==> config.mk <==
export PLATFORM = sky130hd
export DESIGN_NAME = mem_port_arbiter
export DESIGN_NICKNAME = d
export VERILOG_FILES = /design/src/rtl/core_pkg.sv /design/src/rtl/arb_latency_timer.sv /design/src/rtl/mem_port_arbiter.sv
export SDC_FILE = /design/constraint.sdc
export NUM_CORES = 1
export LEC_CHECK = 0
export BUFFER_PORTS_ARGS = -buffer_cell sky130_fd_sc_hd__clkbuf_2
export CAP_MARGIN = 20
export CORE_AREA = 2 2 106 108
export CTS_CLUSTER_SIZE = 28
export DETAILED_ROUTE_END_ITERATION = 8
export DIE_AREA = 0 0 108 110
export GPL_TIMING_DRIVEN = 0
export PLACE_DENSITY = 0.56
export RECOVER_POWER = 50
export SYNTH_ARGS = -nofsm -noshare
export SYNTH_HDL_FRONTEND = slang
export SYNTH_SLANG_ARGS = --single-unit
==> constraint.sdc <==
create_clock -name clk -period 1.7 [get_ports clk]
set_clock_uncertainty 0.15 [all_clocks]
set_input_delay 0.17 -clock clk [delete_from_list [all_inputs] [get_ports clk]]
set_output_delay 0.17 -clock clk [all_outputs]
set_load 0.005 [all_outputs]
==> src/rtl/core_pkg.sv <==
// Shared encodings for the unified memory port arbiter.
package core_pkg;

    // Port state: free, or one read outstanding
    typedef enum logic {
        ARB_IDLE    = 1'b0,
        ARB_RD_WAIT = 1'b1
    } arb_state_t;

    // Which requester owns the outstanding read
    typedef enum logic {
        OWN_IF  = 1'b0,
        OWN_MEM = 1'b1
    } arb_owner_t;

    localparam logic [3:0] BE_ALL = 4'hF;

endpackage

==> src/rtl/arb_latency_timer.sv <==
// Read latency down-counter: loaded on a read grant, reads zero in the
// cycle the memory returns data.
module arb_latency_timer #(
    parameter int MEM_LATENCY = 1
) (
    input  logic clk,
    input  logic resetn,
    input  logic load,
    output logic cnt_zero
);

    localparam int CNT_W = (MEM_LATENCY > 1) ? $clog2(MEM_LATENCY) : 1;
    localparam logic [CNT_W-1:0] LOAD_VAL = CNT_W'(MEM_LATENCY - 1);

    logic [CNT_W-1:0] cnt;

    // Load on grant, otherwise count down and park at zero
    always_ff @(posedge clk) begin
        if (!resetn) begin
            cnt <= '0;
        end else if (load) begin
            cnt <= LOAD_VAL;
        end else if (cnt != '0) begin
            cnt <= cnt - CNT_W'(1);
        end
    end

    assign cnt_zero = (cnt == '0);

endmodule

==> src/rtl/mem_port_arbiter.sv <==
// Arbiter sharing one single-port BRAM between instruction fetch and the
// MEM stage. Data wins by default; fetch wins when data is idle or after
// STARVE_LIMIT consecutive denied fetch cycles. Optional stall counters are
// built when MEM_ARB_PERF_CNT_EN is defined.
//
// state       | meaning
// ARB_IDLE    | port free, any request may be granted
// ARB_RD_WAIT | read outstanding for 'owner'; regrant allowed on expiry
module mem_port_arbiter
    import core_pkg::*;
#(
    parameter int MEM_LATENCY  = 1,
    parameter int STARVE_LIMIT = 4,
    parameter int ADDR_W       = 32
) (
    input  logic              clk,
    input  logic              resetn,
`ifdef MEM_ARB_PERF_CNT_EN
    output logic [31:0]       ifStallCnt,
    output logic [31:0]       memStallCnt,
`endif
    input  logic              iReq,
    input  logic [ADDR_W-1:0] iAddr,
    output logic              iGnt,
    output logic              iRvalid,
    output logic [31:0]       iRdata,
    input  logic              dReq,
    input  logic              dWe,
    input  logic [3:0]        dBe,
    input  logic [ADDR_W-1:0] dAddr,
    input  logic [31:0]       dWdata,
    output logic              dGnt,
    output logic              dRvalid,
    output logic [31:0]       dRdata,
    output logic              memEn,
    output logic              memWe,
    output logic [3:0]        memBe,
    output logic [ADDR_W-1:0] memAddr,
    output logic [31:0]       memWdata,
    input  logic [31:0]       memRdata,
    output logic              ifStall,
    output logic              memStall
);

    localparam int STARVE_W = $clog2(STARVE_LIMIT + 1);
    localparam logic [STARVE_W-1:0] STARVE_MAX = STARVE_W'(STARVE_LIMIT);

    arb_state_t          state;
    arb_owner_t          owner;
    logic [STARVE_W-1:0] starve_cnt;
    logic                timer_zero;
    logic                expire;
    logic                eligible;
    logic                i_win;
    logic                d_win;
    logic                d_write;
    logic                rd_grant;

    arb_latency_timer #(
        .MEM_LATENCY(MEM_LATENCY)
    ) u_timer (
        .clk     (clk),
        .resetn  (resetn),
        .load    (rd_grant),
        .cnt_zero(timer_zero)
    );

    // Outputs are gated by resetn so a reset cycle shows a quiet port even
    // while the state register still holds a stale read.
    assign expire   = resetn && (state == ARB_RD_WAIT) && timer_zero;
    assign eligible = resetn && ((state == ARB_IDLE) || timer_zero);

    // Grant decision: data by default, fetch when data is idle or starving
    always_comb begin
        i_win = 1'b0;
        d_win = 1'b0;
        if (eligible) begin
            i_win = iReq && (!dReq || (starve_cnt >= STARVE_MAX));
            d_win = dReq && !i_win;
        end
    end

    assign d_write  = d_win && dWe;
    assign rd_grant = i_win || (d_win && !dWe);

    // Memory port drive from the winner; fetches and loads read all bytes
    always_comb begin
        memEn    = i_win || d_win;
        memWe    = d_write;
        memBe    = 4'h0;
        memAddr  = '0;
        memWdata = '0;
        if (i_win) begin
            memBe   = BE_ALL;
            memAddr = iAddr;
        end else if (d_win) begin
            memBe    = dWe ? dBe : BE_ALL;
            memAddr  = dAddr;
            memWdata = dWe ? dWdata : 32'h0;
        end
    end

    assign iGnt    = i_win;
    assign dGnt    = d_win;
    assign iRvalid = expire && (owner == OWN_IF);
    assign dRvalid = expire && (owner == OWN_MEM);
    assign iRdata  = iRvalid ? memRdata : 32'h0;
    assign dRdata  = dRvalid ? memRdata : 32'h0;

    assign ifStall  = iReq && !iRvalid;
    assign memStall = dReq && (dWe ? !dGnt : !dRvalid);

    // Port FSM: enter RD_WAIT on a read grant, drop to IDLE when eligible
    // and no read was granted, otherwise hold the outstanding read
    always_ff @(posedge clk) begin
        if (!resetn) begin
            state <= ARB_IDLE;
            owner <= OWN_IF;
        end else if (rd_grant) begin
            state <= ARB_RD_WAIT;
            owner <= i_win ? OWN_IF : OWN_MEM;
        end else if (eligible) begin
            state <= ARB_IDLE;
        end
    end

    // Count consecutive eligible cycles where a waiting fetch lost to data
    always_ff @(posedge clk) begin
        if (!resetn) begin
            starve_cnt <= '0;
        end else if (!iReq || i_win) begin
            starve_cnt <= '0;
        end else if (d_win && (starve_cnt < STARVE_MAX)) begin
            starve_cnt <= starve_cnt + STARVE_W'(1);
        end
    end

`ifdef MEM_ARB_PERF_CNT_EN
    logic [31:0] if_stall_q;
    logic [31:0] mem_stall_q;

    // Free-running stall cycle counters, wrapping naturally
    always_ff @(posedge clk) begin
        if (!resetn) begin
            if_stall_q  <= '0;
            mem_stall_q <= '0;
        end else begin
            if_stall_q  <= if_stall_q + 32'(ifStall);
            mem_stall_q <= mem_stall_q + 32'(memStall);
        end
    end

    assign ifStallCnt  = resetn ? if_stall_q : 32'h0;
    assign memStallCnt = resetn ? mem_stall_q : 32'h0;
`endif

endmodule

==> flow_summary.ini <==
[outcome]
status = finished with violations
violations = negative setup slack

[sta]
period_minus_slack_ps = 1850
slew_violations = 0
max_freq_ghz = 0.542
rsz0062_at_grt = yes
hold-worst-slack_ps = 132
hold_violations = 0
fin_ws_ps = -146
fin_crit_sh_pct = 109
setup_viol = 100

[die]
die_h_um = 110
initial_utilization_pct = 12.9
row_count = 38
die_w_um = 108
coreArea_sq_um = 10700
io_pins = 277
die_area_sq_um = 11900

[synth]
ys.flop_type = dfxtp_1
synth_edf_count = 0
synth_cells = 192
ys_ff_latch = 6
yosysTopAreaCell = and2_1
synth_area_leaders = and2_1, a22o_1, dfxtp_1
synth-seq-area-share_pct = 8.69
yosys.area.top_type_share_pct = 43.9
yosys-top-cells-count = and2_1, a22o_1, buf_2
yosysUniqueCellTypes = 29
yosysMostFrequentCell = and2_1
ys_async_sr_fraction_pct = 0
syn_area_sq_um = 1380
syn-num-nets = 330
yosysWarnings = 0
avgSynthCellArea_sq_um = 7.20

[setup_path]
crit_type = flip-flop to primary output
startpoint_type = flip-flop
crit_fanout = 7
endpoint_kind = primary output
crit_required_ps = 1380
cp_data_arrival_time_ps = 1530

[clock_tree]
cts_max_path_buffers = 2
cts_sinks = 6
cts_tree = yes
clock_latency_ps = 220
cts_buffers = 3
cts-root-buf = clkbuf_8
postCtsHoldBufs = 0
clk_pin_slew_worst_paths_ps = 40
htree_levels = 1

[power]
leakagePower_uw = 0.00216
p_seq_share_pct = 16.2
clockPowerShare_pct = 22.7
design_power_total_uw = 952
p_switching_uw = 297
powerDensity_nw_per_um2 = 263
intPower_uw = 655
comb_power_share_pct = 61.1
ir_worst_vdd_v = 0.000182
swShare_pct = 31.2

[global_route]
grt_pass1_wl_um = 10000
grt_pass1_vias = 2090
grt_max_degree = 12
grt_usage_pct = 10.6
overflow = 0
antenna_found_initial = 0

[routing]
ant_nets = 0
vias = 2557
wl_per_cell_um = 14.1
remaining_drc_errors = 0
routed_via_density = 4.08
drt_pass1_iterations = 4
routed_wl_um = 8830
drtIter0Drc = 139

[worst_hold_path]
hp-class = input port to flip-flop

[placed_design]
place.gp.congestion = 0.750
dp.cells = 608
hpwlAfterDp_um = 6570
portBuffers = 276

[job]
cap_viol_max_count = 0

[final_layout]
diodes = 0
syn_to_final_growth_pct = 162
fin_nets = 626
drive_above_1_share_pct = 75.3
stdcell_count = 626
final_core_util_pct = 33.9
final cells by class:
class	count	area (sq um)
plain buffers	16	174
clock buffers	3	41.3
fillers	1114	7070
inverters	2	7.51
multi-input cells	165	1270
flip-flops and latches	6	128
well taps	140	175
repair buffers	294	1830
cells in the final DEF, fill, tap and decap left out, drive strengths merged, types with 2 or more instances in the layout:
master,netlist,final
inv,2,2
nand2b,5,5
buf,13,86
a22o,32,32
a21o,4,4
a21oi,3,3
nand3b,2,2
nor2b,2,2
nand2,5,5
dfxtp,6,6
clkbuf,6,227
and2,97,97
per-stage QoR:
stage	instance area [sq um]	worst slack, ps	setup TNS, ps
6_report	3630	-146	-8270
3_3_place_gp	2940	-204	-3970
5_1_grt	3630	-231	-19010
3_5_place_dp	2940	-232	-5230
4_1_cts	3190	-183	-13840
2_1_floorplan	1380	183	0
path summary, 6_finish.rpt:
check	from	end	slack (ps)	cells after the start
worst max-delay path	state	memWdata[30]	-150	5
worst max register to register	starve_cnt[2]	owner	420	4
worst min-delay path	resetn	owner	130	2
worst min register to register	starve_cnt[1]	starve_cnt[1]	310	2
routing by layer:
metal	global-route usage (%)	routed length [um]	vias up
met5	0	0	-
met4	1.74	44	0
met3	2.00	672	5
met2	19.3	4760	136
met1	13.3	3350	1177
li1	-	-	1239
cells by family after synthesis:
| logic type | Yosys count | synth area share, % |
|---|---|---|
| AOI/OAI and AO/OA | 43 | 26.0 |
| adders and majority gates | 1 | 0.905 |
| buffers and inverters | 21 | 8.78 |
| DFF | 6 | 8.69 |
| other | 1 | 0.271 |
| and+or+nand+nor | 120 | 55.4 |
registers in the layout (all words and copies together) (netlist names):
name / cells
u_timer.cnt: 1
starve_cnt: 3
state: 1
owner: 1
what timing repair did:
action / CTS / global route
gates cloned: 4 / 4
buffers inserted: 7 / 3
setup endpoints to repair: 136 / 132
pin swaps: 18 / 49
gates resized for setup: 42 / 142
power by group through the flow:
| stage | sequential, uW | clock (uW) | combinational [uW] |
|---|---|---|---|
| finish | 154 | 216 | 582 |
| global route | 155 | 238 | 630 |
| CTS | 153 | 226 | 509 |
| detailed placement | 155 | 0 | 459 |
| global placement | 154 | 0 | 454 |
| floorplan | 153 | 0 | 170 |
critical path, cell delays in order (launching register included):
cell,delay [ps]
dfxtp_4,350
a21boi_4,180
and4_4,370
buf_8,150
and2_4,140
buf_8,100
(Power assumes the default switching activity.)
